===== src/rtl/add_serial_seq_if.sv =====
// Handshake and datapath bundle for add_serial_seq.
// The master side is the sequencer itself; the slave side is its environment
// (upstream producer, downstream serial adder and result consumer).
interface add_serial_seq_if #(
  parameter int WIDTH = 8
);
  logic             in_valid;
  logic             in_ready;
  logic [WIDTH-1:0] in_a;
  logic [WIDTH-1:0] in_b;
  logic [WIDTH-1:0] add_a;
  logic [WIDTH-1:0] add_b;
  logic             add_en;
  logic [WIDTH-1:0] add_out;
  logic             out_valid;
  logic             out_ready;
  logic [WIDTH-1:0] out_data;
  logic             busy;
  logic [7:0]       done_cnt;

  modport master (
    input  in_valid, in_a, in_b, add_out, out_ready,
    output in_ready, add_a, add_b, add_en, out_valid, out_data, busy, done_cnt
  );

  modport slave (
    output in_valid, in_a, in_b, add_out, out_ready,
    input  in_ready, add_a, add_b, add_en, out_valid, out_data, busy, done_cnt
  );
endinterface


===== src/rtl/add_serial_seq.sv =====
// Sequencer for a multi-cycle serial adder: accepts an operand pair, holds
// add_en high for EN_CYC cycles, waits until the adder result is settled
// (LAT cycles after the first strobe cycle), captures it and holds it until
// the consumer takes it. One transaction in flight at a time.
module add_serial_seq #(
  parameter int WIDTH  = 8,
  parameter int EN_CYC = 2,
  parameter int LAT    = 12
) (
  input  logic clk,
  input  logic rst,
  add_serial_seq_if.master sif
);

  typedef enum logic [1:0] {
    IDLE  = 2'd0,
    ISSUE = 2'd1,
    WAIT  = 2'd2,
    HOLD  = 2'd3
  } state_t;

  localparam int CNT_W = (LAT > 1) ? $clog2(LAT) : 1;

  // Issue counter runs EN_CYC-1..0 so add_en is high for exactly EN_CYC cycles.
  // Wait counter runs LAT-EN_CYC-1..0 so the capture edge ends cycle LAT-1,
  // counting the first add_en-high cycle as cycle 0.
  localparam logic [CNT_W-1:0] ISSUE_LOAD = CNT_W'(EN_CYC - 1);
  localparam logic [CNT_W-1:0] WAIT_LOAD  = CNT_W'(LAT - EN_CYC - 1);
  localparam logic [CNT_W-1:0] CNT_ONE    = CNT_W'(1);

  state_t           state;
  logic [CNT_W-1:0] issue_cnt;
  logic [CNT_W-1:0] wait_cnt;

  // Transaction FSM; every interface output is a register updated here.
  always_ff @(posedge clk or posedge rst) begin
    if (rst) begin
      state         <= IDLE;
      issue_cnt     <= '0;
      wait_cnt      <= '0;
      sif.in_ready  <= 1'b1;
      sif.busy      <= 1'b0;
      sif.add_en    <= 1'b0;
      sif.add_a     <= '0;
      sif.add_b     <= '0;
      sif.out_valid <= 1'b0;
      sif.out_data  <= '0;
      sif.done_cnt  <= 8'd0;
    end else begin
      case (state)
        IDLE: begin
          if (sif.in_valid) begin
            sif.add_a    <= sif.in_a;
            sif.add_b    <= sif.in_b;
            issue_cnt    <= ISSUE_LOAD;
            sif.add_en   <= 1'b1;
            sif.in_ready <= 1'b0;
            sif.busy     <= 1'b1;
            state        <= ISSUE;
          end
        end
        ISSUE: begin
          if (issue_cnt == '0) begin
            wait_cnt   <= WAIT_LOAD;
            sif.add_en <= 1'b0;
            state      <= WAIT;
          end else begin
            issue_cnt <= issue_cnt - CNT_ONE;
          end
        end
        WAIT: begin
          if (wait_cnt == '0) begin
            sif.out_data  <= sif.add_out;
            sif.out_valid <= 1'b1;
            state         <= HOLD;
          end else begin
            wait_cnt <= wait_cnt - CNT_ONE;
          end
        end
        HOLD: begin
          // Handoff returns to IDLE; the next pair is taken no earlier than
          // the following edge, which guarantees one IDLE cycle in between.
          if (sif.out_ready) begin
            sif.out_valid <= 1'b0;
            sif.done_cnt  <= sif.done_cnt + 8'd1;
            sif.in_ready  <= 1'b1;
            sif.busy      <= 1'b0;
            state         <= IDLE;
          end
        end
        default: begin
          state <= IDLE;
        end
      endcase
    end
  end

endmodule


===== src/flat_wrapper.sv =====
// flat-port wrapper written by rule: the top's interface ports become plain ports
module add_serial_seq_flat 
#(
  parameter int WIDTH  = 8,
  parameter int EN_CYC = 2,
  parameter int LAT    = 12
)
  (clk, rst, sif_in_valid, sif_in_a, sif_in_b, sif_add_out, sif_out_ready, sif_in_ready, sif_add_a, sif_add_b, sif_add_en, sif_out_valid, sif_out_data, sif_busy, sif_done_cnt);
  add_serial_seq_if #(.WIDTH(WIDTH)) sif_i ();
  input  logic clk;
  input  logic rst;
  input wire logic [$bits(sif_i.in_valid)-1:0] sif_in_valid;
  input wire logic [$bits(sif_i.in_a)-1:0] sif_in_a;
  input wire logic [$bits(sif_i.in_b)-1:0] sif_in_b;
  input wire logic [$bits(sif_i.add_out)-1:0] sif_add_out;
  input wire logic [$bits(sif_i.out_ready)-1:0] sif_out_ready;
  output wire logic [$bits(sif_i.in_ready)-1:0] sif_in_ready;
  output wire logic [$bits(sif_i.add_a)-1:0] sif_add_a;
  output wire logic [$bits(sif_i.add_b)-1:0] sif_add_b;
  output wire logic [$bits(sif_i.add_en)-1:0] sif_add_en;
  output wire logic [$bits(sif_i.out_valid)-1:0] sif_out_valid;
  output wire logic [$bits(sif_i.out_data)-1:0] sif_out_data;
  output wire logic [$bits(sif_i.busy)-1:0] sif_busy;
  output wire logic [$bits(sif_i.done_cnt)-1:0] sif_done_cnt;
  assign sif_i.in_valid = sif_in_valid;
  assign sif_i.in_a = sif_in_a;
  assign sif_i.in_b = sif_in_b;
  assign sif_i.add_out = sif_add_out;
  assign sif_i.out_ready = sif_out_ready;
  assign sif_in_ready = sif_i.in_ready;
  assign sif_add_a = sif_i.add_a;
  assign sif_add_b = sif_i.add_b;
  assign sif_add_en = sif_i.add_en;
  assign sif_out_valid = sif_i.out_valid;
  assign sif_out_data = sif_i.out_data;
  assign sif_busy = sif_i.busy;
  assign sif_done_cnt = sif_i.done_cnt;
  add_serial_seq #(.WIDTH(WIDTH), .EN_CYC(EN_CYC), .LAT(LAT)) u_core (.clk(clk), .rst(rst), .sif(sif_i));
endmodule

===== config.mk =====
export PLATFORM = sky130hd
export DESIGN_NAME = add_serial_seq_flat
export DESIGN_NICKNAME = d
export VERILOG_FILES = /design/src/rtl/add_serial_seq_if.sv /design/src/rtl/add_serial_seq.sv /design/src/flat_wrapper.sv
export SDC_FILE = /design/constraint.sdc
export NUM_CORES = 1
export LEC_CHECK = 0
export ABC_AREA = 1
export BUFFER_PORTS_ARGS = -buffer_cell sky130_fd_sc_hd__clkbuf_2
export CAP_MARGIN = 15
export CORE_ASPECT_RATIO = 0.75
export CORE_MARGIN = 2
export CORE_UTILIZATION = 25
export CTS_CLUSTER_DIAMETER = 50
export DETAILED_ROUTE_END_ITERATION = 16
export PLACE_DENSITY = 0.52
export SYNTH_ARGS = -nofsm -noshare
export SYNTH_HDL_FRONTEND = slang
export SYNTH_SLANG_ARGS = --single-unit
export TNS_END_PERCENT = 20

===== constraint.sdc =====
create_clock -name clk -period 1.7 [get_ports clk]
set_clock_uncertainty 0.15 [all_clocks]
set_input_delay 0 -clock clk [delete_from_list [all_inputs] [get_ports clk]]
set_output_delay 0 -clock clk [all_outputs]
set_load 0.03 [all_outputs]

* Word-level counts from Yosys, hierarchy flattened
Cells that the tools add are included.
Storage, ports and cells: input port bits 28, output and inout port bits 36, logic and storage cells 60, bits in registers 46
Operators by class: equal/unequal tests 9, mux-type cells 21, reduce and logical (&&, ||, !) cells 16, $add $sub $neg 3
Operators by type and width (count):
- $mux W4 | 4
- $pmux W4 S2 | 2
- $reduce_and A3 Y1 | 5
- $add A8 B1 Y8 const B | 1
- $logic_not A4 Y1 | 2
- $mux W2 | 4
- $ne A2 B2 Y1 const B | 4
- $pmux W1 S2 | 4
- $pmux W2 S4 | 1
- $reduce_bool A2 Y1 | 4
- $sub A4 B1 Y4 const B | 2
- $mux W1 | 6
- $reduce_and A2 Y1 | 3
- $eq A2 B2 Y1 const B | 2
- $ne A2 B1 Y1 const B | 2
- $reduce_and A4 Y1 | 1
- $eq A2 B1 Y1 const B | 1
- $logic_not A2 Y1 | 1

* Longest topological paths before layout
Gate-level depths: netlist (run 1).
depth after elaboration 3, gate-level depth with buffers 8, gate-level depth less buffers 8

* Least setup slack after synthesis (run 1)
Ideal clock, no wire load.
path kind flip-flop to flip-flop, start reg u_core.sif.done_cnt[0], end reg u_core.sif.done_cnt[6], arrival 1.196 ns, stages on the path, launching flop included 7, library setup time 0.118 ns, period minus slack after synthesis 1.464 ns, path buffers 0, slack 0.236 ns, data required time 1.432 ns, cells stage by stage dfrtp_1 ha_1 inv_1 nor3_4 nand3_1 nand2_1 nand2_1
On the way: longest elaborated chain between the ends 1
RTL lines:
- from (decl) | line add_serial_seq_if.sv:23 | output in_ready, add_a, add_b, add_en, out_valid, out_data, busy, done_cnt
- from (signal assigned) | line add_serial_seq.sv:85 | sif.done_cnt <= sif.done_cnt + 8'd1;
- $add A8 B1 Y8 | line add_serial_seq.sv:85
No other way between the ends. A chain may end at the register's enable or synchronous reset.

* Worst setup path after layout (run 1)
start reg u_core.state[0], end reg u_core.sif.add_b[6]
On the way: longest elaborated chain between the ends 2
RTL lines:
- from (decl) | line add_serial_seq.sv:31 | state_t state;
- from (signal assigned) | line add_serial_seq.sv:38 | state <= IDLE;
- from (signal assigned) | line add_serial_seq.sv:59 | state <= ISSUE;
- from (signal assigned) | line add_serial_seq.sv:66 | state <= WAIT;
- $logic_not A2 Y1 | line add_serial_seq.sv:50 | case (state)
- $reduce_and A2 Y1 (no line)
- to (signal assigned) | line add_serial_seq.sv:54 | sif.add_b <= sif.in_b;
- to (decl) | line add_serial_seq_if.sv:23
No other way between the ends.

==> run summary, run 1 <==
outcome: complete, no violations
measured slew at the worst slew-check pin: 436.2 ps
Max Fclk: 636.6 MHz
Port Buffers: 63
Layout fillers: 876
Yosys reg bits: 46
count of warnings emitted by yosys: 0
1st-pass router iterations: 4
Worst setup EP type: register
Synth-to-Final Area Change: 40.87%
final WL: 5171 um
RSZ-0062 raised after global routing: no
dpl hpwl: 3830 um
die area: 9797 um2
DR vias/cell: 4.142
layout cells sized above 1: 31.13%
clock sinks: 46
sequential fraction of the synthesis area: 51.14%
reg2reg path depth: 7
largest net degree at the start of global routing: 21
Starting Density: 26.20%
Syn Nets: 300
DR WL met3: 244 um
clk slew on worst S/H paths: 60 ps
worst reg2reg endpoint: u_core.sif.add_b[6]$_DFFE_PP0P_
Worst-Skew Late Latency: 290 ps
final hold viol count: 0
number of global-route vias before repair: 1912
Hold/Removal Path Class: in -> reg
dpl cell area: 2726 um2
FP Rows: 29
VDD IR max: 0.7303 mV
Synth area leaders: dfrtp_1 (50%), nand2_1 (18%), inv_1 (5.3%)
minimum clock period: 1571 ps
CTS Buf Count: 5
R2R Path Start: u_core.state[0]$_DFFE_PP0P_
fin crit share: 92.41%
Core Box Area: 8600 um2
Synth Cell Area: 2253 um2
final setup fails: 0
CP startpoint kind: register
post-route cell area: 3174 um2
# diodes: 0
Critical Path RT: 1730 ps
die outline height: 86.22 um
Setup Total Neg Slack: 0 ps
top cell type's share of synthesized area: 49.97%
met2 WL: 2343 um
GPL Wtd Cong: 0.8064
Horiz. Die Dim: 113.6 um
crit path from: u_core.state[0]$_DFFE_PP0P_
Layout Cells excl Fill: 471
DR vias: 1951
Remaining DRCs: 0
Crit Path Category: reg -> reg
Reg2Reg Setup Slack: 130 ps
CP max FO: 16
Max-cap violations: 0
first-pass GRT wire length: 8838 um
antenna-violating nets left: 0
Slowest Stage Delay on Critical Path: 440 ps
# IOs: 64
average size of a mapped cell: 8.568 um2
Clock Path Buffers: 2
WP data arrival: 1600 ps
Pleak: 1.688 nW
Top Layer Used: met4
H-tree lvl count: 2
CP Cell Sequence: inv_1 > ha_2 > nand2_2 > clkinvlp_4 > buf_12 > nand2_1 > nand2_1
gr ovfl total: 0
CTS tree: yes
initial antenna violation count: 0
Setup crit end: u_core.sif.add_b[6]$_DFFE_PP0P_
post-synth cell types: 30
most frequent CP cell: nand2_1
DR iter-0 viols: 64
final core occ: 36.91%
met1 WL: 2526 um
Slew Viols, Final: 0
area leader, netlist: dfrtp_1
Inst Count DP: 436
CP max-delay cell: dfrtp_1
P per Cell Area: 1883 nW/um2
drt wl/cell: 10.98 um
relative slew slack: 70.88%
Root Buffer: clkbuf_16
global-route usage over all layers: 11.35%
Nets: 399
Post-Syn Instances: 263
[per-layer routing]
layer | vias up | global-route usage [%]
li1 | 1006 | -
met1 | 891 | 15.36
met2 | 48 | 18.02
met3 | 6 | 3.007
met4 | 0 | 3.326
met5 | - | 0
[cell usage in the layout, fill, tap and decap left out, drive strengths merged, types with 2 or more instances in the layout]
master and count:
a21oi 3, buf 7, clkbuf 68, clkinv 2, clkinvlp 2, dfrtp 45
dlygate4sd3 26, ha 9, inv 33, nand2 113, nand3 12, nand3b 2
nand4 3, nor2 13, nor3 2, o21ai 14, or2 2, xnor2 2
[final cells by class]
class | instances | area (um2) | area share [%]
Clock buffer | 5 | 125.1 | 3.942
Clock inverter | 3 | 21.27 | 0.6701
Multi-Input combinational cell | 179 | 955.9 | 30.11
Timing Repair Buffer | 96 | 653.1 | 20.58
Tap cell | 108 | 135.1 | 4.257
Sequential cell | 46 | 1152 | 36.30
Inverter | 34 | 131.4 | 4.139
[cells in the mapped netlist (all sizes together)]
cell type  number
a21oi           3
buf             4
dfrtp          45
dfstp           1
ha              9
inv            34
mux2            1
nand2         113
nand3          12
nand3b          2
nand4           3
nor2           13
nor3            2
o211ai          1
o21ai          14
o21bai          1
or2             2
xnor2           2
xor2            1
[critical path: cells and delay by family, from the launching register on]
family	cells	cell delay, ps
fa+ha+maj	1	230
buf+inv	3	390
flops	1	440
simple gates	3	240
[flip-flops by register name, indices dropped and copies added (netlist names)]
register,count
u_core.sif.busy,1
u_core.issue_cnt,4
u_core.sif.out_data,8
u_core.sif.out_valid,1
u_core.sif.add_b,8
u_core.sif.done_cnt,8
u_core.sif.add_en,1
u_core.state,2
u_core.wait_cnt,4
u_core.sif.in_ready,1
u_core.sif.add_a,8
[logic make-up after synthesis]
| kind of cell | synth area share, % |
|---|---|
| flops | 51.14 |
| compound gates | 6.441 |
| simple gates | 28.54 |
| xor+xnor | 1.166 |
| buf+inv | 7.218 |
| fa+ha+maj | 4.997 |
| mux | 0.4997 |
[what timing repair did]
action / 4_1_cts / 5_1_grt
setup buffers: 1 / 0
endpoints found under the hold margin: 55 / 0
resized for setup: 1 / 4
setup endpoints to repair: 16 / 9
pin swaps: 0 / 0
hold buffers: 26 / 0
[how the worst min path moves through the flow]
| stage | cells after the start | slack, ps | from | to |
|---|---|---|---|---|
| finish | 4 | 10 | sif_in_valid | u_core.sif.in_ready$_DFFE_PP1P_ |
| global route | 4 | 30 | sif_in_valid | u_core.sif.in_ready$_DFFE_PP1P_ |
| CTS | 6 | 10 | sif_in_valid | u_core.issue_cnt[0]$_DFFE_PP0P_ |
| detailed placement | 2 | -130 | rst | u_core.sif.add_b[4]$_DFFE_PP0P_ |
| global placement | 2 | -130 | rst | u_core.sif.add_b[6]$_DFFE_PP0P_ |
| floorplan | 2 | -40 | sif_in_a[0] | u_core.sif.add_a[0]$_DFFE_PP0P_ |
[power by group]
part | internal (mW) | total, mW | leakage [nW] | switching, mW
clock network | 0.545 | 0.976 | 0.0698 | 0.431
logic | 1.04 | 3.08 | 1.06 | 2.04
registers | 1.59 | 1.93 | 0.560 | 0.339
total | 3.17 | 5.98 | 1.69 | 2.81
[metrics by stage]
step | power (mW) | worst slack [ps] | hold slack (ps)
floorplan | 4.101 | 235.8 | -40.38
global placement | 4.875 | 57.19 | -127.0
detailed placement | 4.928 | -49.66 | -125.6
CTS | 6.025 | 48.09 | 13.29
global route | 6.464 | 10.00 | 30.88
finish | 5.979 | 129.0 | 13.51
Note: power is estimated with default switching activity, not from simulation.
==> inputs of run 2 (changes only) <==
==> constraint.sdc (replaced) <==
create_clock -name clk -period 1.7 [get_ports clk]
set_clock_uncertainty 0.15 [all_clocks]
set_input_delay 0.34 -clock clk [delete_from_list [all_inputs] [get_ports clk]]
set_output_delay 0.34 -clock clk [all_outputs]
set_load 0.03 [all_outputs]
==> run 2 against run 1 <==
  * First-iteration DRC count up 45%
  * Register-to-register slack about the same
  * Count of clock-buffer cells in the layout up 1
  * Die area unchanged
  * Sequential cell count unchanged
  * Final area down 8.2%
  * Wire length down 3.6%
  * Hold slack better by 80 ps
  * Sequential power about the same
  * Largest cell class unchanged
  * Largest power group unchanged
==> run summary, run 2 (synthesized netlist as in run 1, its figures left out) <==
final setup fails: 0
hold depth: 3
drt wl/cell: 11.20 um
# diodes: 0
relative slew slack: 83.27%
measured slew at the worst slew-check pin: 251.0 ps
Worst setup EP type: register
Starting Density: 26.20%
Port Buffers: 63
most frequent cells in the layout: nand2_1 (107), clkbuf_2 (63), dfrtp_1 (45), inv_1 (30)
Clock Path Buffers: 2
DR vias/cell: 4.139
P per Cell Area: 2022 nW/um2
final hold viol count: 0
Multi-input gate area: 943.4 um2
WP data arrival: 1590 ps
sw power: 2.769 mW
Core Box Area: 8600 um2
Inst Count DP: 435
Pleak: 1.585 nW
Nets: 373
Remaining DRCs: 0
Max Fclk: 636.3 MHz
Root Buffer: clkbuf_16
H-tree lvl count: 2
Clk network pwr share: 16.2%
VDD IR max: 0.9469 mV
DR vias: 1842
CP max FO: 16
first-pass GRT wire length: 8500 um
hold_ws: 93.08 ps
pre-CTS setup slack: -27.77 ps
GPL Wtd Cong: 0.7789
DR iter-0 viols: 93
fin crit share: 92.45%
Cell Int Power: 3.121 mW
final core occ: 33.87%
CTS tree: yes
register area: 1152 um2
largest net degree at the start of global routing: 47
Worst Slack Setup Final: 128.4 ps
clk slew on worst S/H paths: 60 ps
global-route usage over all layers: 10.86%
initial antenna violation count: 0
gr ovfl total: 0
Critical Path RT: 1720 ps
minimum clock period: 1572 ps
Layout fillers: 905
final WL: 4983 um
Slew Viols, Final: 0
number of global-route vias before repair: 1833
Max-cap violations: 0
most common cell after layout, fill and taps aside: nand2_1
Layout Cells excl Fill: 445
CP startpoint kind: register
antenna-violating nets left: 0
die outline height: 86.22 um
dpl hpwl: 3675 um
Crit Path Category: reg -> reg
die area: 9797 um2
reg2reg path depth: 7
CTS Buf Count: 5
RSZ-0062 raised after global routing: no
Horiz. Die Dim: 113.6 um
clock sinks: 46
Sequential Power Share: 32.5%
# IOs: 64
Hold/Removal Path Class: in -> reg
1st-pass router iterations: 4
layout cells sized above 1: 32.64%
Worst-Skew Late Latency: 280 ps
sw frac: 47.01%
FP Rows: 29
combinational fraction of design power: 51.3%
Synth-to-Final Area Change: 29.26%
outcome: complete, no violations
Setup Total Neg Slack: 0 ps
-- run 2: cell types whose count changed in the layout (fill, tap and decap cells not counted), sizes merged --
cell | before | now
buf | 7 | 6
clkinvlp | 2 | 1
clkbuf | 68 | 69
dlygate4sd3 | 26 | 1
-- run 2: worst max-delay path, stage by stage, from the launching register on --
cell and delay (ps):
dfrtp_1 410, inv_1 90, ha_1 260, nand2_2 170, clkinvlp_4 120, buf_12 150
nand2_1 60, nand2_1 50
-- run 2: final cells by class --
cell class | instances | area share, %
Sequential cell | 46 | 39.56
Multi-Input combinational cell | 179 | 32.39
Timing Repair Buffer | 70 | 14.00
Tap cell | 108 | 4.639
Inverter | 34 | 4.510
Clock buffer | 6 | 4.424
Clock inverter | 2 | 0.4725
-- run 2: power by group through the flow --
stage / Clock (mW) / Sequential [mW] / Combinational (mW)
5_1_grt: 1.04 / 1.98 / 3.35
3_5_place_dp: 0 / 1.93 / 3.00
6_report: 0.955 / 1.92 / 3.02
3_3_place_gp: 0 / 1.93 / 2.94
4_1_cts: 0.994 / 1.92 / 3.01
2_1_floorplan: 0 / 2.65 / 1.45
-- run 2: through the flow --
step,area [um2],power [mW]
6_report,2913,5.891
5_1_grt,2913,6.375
4_1_cts,2888,5.929
3_5_place_dp,2731,4.927
3_3_place_gp,2731,4.870
2_1_floorplan,2253,4.101
-- run 2: metal layers --
layer,share of wire [%],vias to the layer above,global-route usage (%),wire [um]
met3,6.0,2,4.126,299
met5,0,-,0,0
met1,50,838,14.61,2493
met2,43,45,16.33,2142
li1,-,957,-,-
met4,0.94,0,3.326,47
-- run 2: worst paths after layout --
kind / start / endpoint / slack (ps)
worst max register to register: u_core.state[1]$_DFFE_PP0P_ / u_core.sif.add_b[6]$_DFFE_PP0P_ / 130
worst max-delay path: u_core.state[1]$_DFFE_PP0P_ / u_core.sif.add_b[6]$_DFFE_PP0P_ / 130
worst min-delay path: sif_in_b[7] / u_core.sif.add_b[7]$_DFFE_PP0P_ / 90
max in group asynchronous: rst / u_core.sif.in_ready$_DFFE_PP1P_ / 650
worst min register to register: u_core.sif.add_b[5]$_DFFE_PP0P_ / u_core.sif.add_b[5]$_DFFE_PP0P_ / 330
min in group asynchronous: rst / u_core.sif.add_b[6]$_DFFE_PP0P_ / 480
-- run 2: timing repair --
| item | 4_1_cts | 5_1_grt |
|---|---|---|
| hold buffers | 1 | 0 |
| hold endpoints to repair | 45 | 0 |
| buffers inserted | 0 | 1 |
| gates resized for setup | 1 | 2 |
| endpoints found under the setup margin | 16 | 27 |
==> inputs of run 3 (changes only) <==
--- a/config.mk
+++ b/config.mk
@@ -5,7 +5,6 @@
 export SDC_FILE = /design/constraint.sdc
 export NUM_CORES = 1
 export LEC_CHECK = 0
-export ABC_AREA = 1
 export BUFFER_PORTS_ARGS = -buffer_cell sky130_fd_sc_hd__clkbuf_2
 export CAP_MARGIN = 15
 export CORE_ASPECT_RATIO = 0.75
@@ -13,7 +12,7 @@
 export CORE_UTILIZATION = 25
 export CTS_CLUSTER_DIAMETER = 50
 export DETAILED_ROUTE_END_ITERATION = 16
-export PLACE_DENSITY = 0.52
+export PLACE_DENSITY = 0.53
 export SYNTH_ARGS = -nofsm -noshare
 export SYNTH_HDL_FRONTEND = slang
 export SYNTH_SLANG_ARGS = --single-unit
==> run 3 against run 2 <==
  * The flow now finishes with violations (negative setup slack)
  * First-iteration DRC count fell by 11%
  * Utilization rose by 6.4 points
  * Non-clock buffer count rose by 32
  * Clock power fell by 15%
  * Final area rose by 10%
  * Via count fell by 10%
  * Cell count fell by 15%
  * Critical path depth did not move
  * Maximum frequency fell by 15%
  * Power rose by 10%
  * Area after synthesis fell by 7.2%
  * Sequential power barely moved
  * Critical path type unchanged
  * Largest power group unchanged
==> run summary, run 3 <==
Core Box Area: 7988 um2
final setup fails: 10
Starting Density: 26.19%
Synth Flop Type: dfrtp_1
CP startpoint kind: register
WP data arrival: 1890 ps
Critical Path RT: 1740 ps
Synth Cell Area: 2092 um2
RSZ-0062 raised after global routing: yes
critical path buffer and inverter count: 2
Max Fclk: 541.0 MHz
Hold/Removal Path Class: in -> reg
outcome: finished with violations
gr ovfl total: 0
sequential fraction of the synthesis area: 55.08%
CP Cell Sequence: inv_2 > ha_4 > or3b_4 > buf_4 > nand2_4 > nand3_4 > mux2_4
violated checks: negative setup slack
CP max-delay cell: dfrtp_1
average size of a mapped cell: 12.23 um2
number of synthesized flops with an enable pin: 0
final hold viol count: 0
top cell type's share of synthesized area: 53.83%
post-synth cell types: 40
Max-cap violations: 0
Multi-input gate area: 1111 um2
Remaining DRCs: 0
Post-Syn Instances: 171
DR iter-0 viols: 83
dpl cell area: 2766 um2
initial antenna violation count: 0
Setup Total Neg Slack: -747.4 ps
Slowest Stage Delay on Critical Path: 390 ps
VDD IR max: 0.6168 mV
number of global-route vias before repair: 1607
register area: 1154 um2
DR vias/cell: 4.351
CTS tree: yes
drt wl/cell: 12.91 um
global-route usage over all layers: 10.81%
DR vias: 1649
measured slew at the worst slew-check pin: 364.0 ps
Yosys reg bits: 46
Layout fillers: 769
Worst-Skew Late Latency: 300 ps
Syn Nets: 208
Synth-to-Final Area Change: 53.83%
Worst setup EP type: register
cell family with most CP delay: simple AND/OR/NAND/NOR gates
relative slew slack: 75.51%
Worst Slack Setup Final: -148.3 ps
# diodes: 0
FP Rows: 28
most instantiated cells after synthesis: dfrtp_1 (45), mux2_2 (27), inv_1 (10)
P per Cell Area: 2021 nW/um2
largest net degree at the start of global routing: 31
# IOs: 64
minimum clock period: 1848 ps
Clock Path Buffers: 2
die outline height: 83.22 um
H-tree lvl count: 2
Crit Path Category: reg -> reg
Pleak: 1.582 nW
layout cells sized above 1: 59.85%
1st-pass router iterations: 4
clk slew on worst S/H paths: 90 ps
fin crit share: 108.7%
dpl hpwl: 3414 um
Horiz. Die Dim: 109.6 um
most common cell after layout, fill and taps aside: clkbuf_2
clock sinks: 46
final WL: 4894 um
Synth area leaders: dfrtp_1 (54%), mux2_2 (15%), ha_1 (5.4%)
most frequent cells in the layout: clkbuf_2 (63), dfrtp_1 (44), buf_4 (31), mux2_4 (22), nor2_1 (7)
count of warnings emitted by yosys: 0
CP max FO: 4
first-pass GRT wire length: 7824 um
post-route cell area: 3218 um2
count leader, synth: dfrtp_1
area leader, netlist: dfrtp_1
Nets: 310
GPL Wtd Cong: 0.8370
CTS Buf Count: 5
Synth async-reset ratio: 100.0%
Slew Viols, Final: 0
Port Buffers: 63
Root Buffer: clkbuf_8
die area: 9123 um2
antenna-violating nets left: 0
==> run 3: final timing paths <==
| kind | cells after the start | end | from | slack (ps) |
|---|---|---|---|---|
| max | 7 | u_core.state[1]$_DFFE_PP0P_ | u_core.issue_cnt[1]$_DFFE_PP0P_ | -150 |
| min | 2 | u_core.sif.out_data[4]$_DFFE_PP0P_ | sif_add_out[4] | 120 |
| max reg2reg | 7 | u_core.state[1]$_DFFE_PP0P_ | u_core.issue_cnt[1]$_DFFE_PP0P_ | -150 |
| min reg2reg | 1 | u_core.sif.done_cnt[7]$_DFFE_PP0P_ | u_core.sif.done_cnt[7]$_DFFE_PP0P_ | 340 |
| max in group asynchronous | 4 | u_core.sif.in_ready$_DFFE_PP1P_ | rst | 730 |
| min in group asynchronous | 4 | u_core.sif.done_cnt[7]$_DFFE_PP0P_ | rst | 430 |
==> run 3: worst reg2reg max path: stages (launching register included) <==
cell,delay [ps]
dfrtp_1,390
inv_2,80
ha_4,130
or3b_4,390
buf_4,150
nand2_4,70
nand3_4,80
mux2_4,300
==> run 3: per-stage QoR <==
| step | total power [mW] | std cells | setup slack [ps] | hold WS (ps) | util (%) |
|---|---|---|---|---|---|
| after floorplan | 3.905 | 171 | -122.3 | 322.2 | - |
| after global placement | 4.913 | 358 | -148.6 | 207.6 | 34.63 |
| after detailed placement | 4.958 | 358 | -194.1 | 209.4 | 34.63 |
| after CTS | 6.032 | 374 | -144.1 | 105.8 | 37.97 |
| after global routing | 6.988 | 379 | -255.9 | 99.66 | 40.29 |
| final | 6.505 | 379 | -148.3 | 116.0 | 40.29 |
==> run 3: cell type report <==
type / count / area share [%]
Tap cell: 105 / 4.082
Multi-Input combinational cell: 108 / 34.53
Inverter: 10 / 1.166
Clock inverter: 2 / 1.166
Clock buffer: 6 / 2.255
Sequential cell: 46 / 35.85
Timing Repair Buffer: 102 / 20.96
==> run 3: report_power, final <==
part / switching [mW] / internal, mW / total, mW / leakage (nW)
sequential: 0.328 / 1.59 / 1.92 / 0.554
combinational: 1.97 / 1.81 / 3.77 / 0.976
clock: 0.375 / 0.439 / 0.814 / 0.0514
==> run 3: routing by layer <==
layer | track usage [%] | up-vias | routed length [um]
met2 | 16.89 | 40 | 2193
met3 | 3.218 | 6 | 247
met5 | 0 | - | 0
met4 | 2.532 | 0 | 41
li1 | - | 809 | -
met1 | 14.62 | 794 | 2411
==> run 3: logic make-up after synthesis <==
kind of cell,synth area share [%]
adder cells (fa/ha/maj),5.383
flip-flops,55.08
AND/OR/NAND/NOR,11.36
multiplexers,14.53
AO/OA/AOI/OAI,7.537
buffers and inverters,3.170
XOR/XNOR,2.931
==> run 3: what timing repair did <==
item / 4_1_cts / 5_1_grt
endpoints found under the setup margin: 31 / 40
hold buffers: 1 / 0
hold endpoints to repair: 45 / 0
pin swaps: 3 / 7
setup buffers: 6 / 6
resized for setup: 14 / 42
cloned: 1 / 0
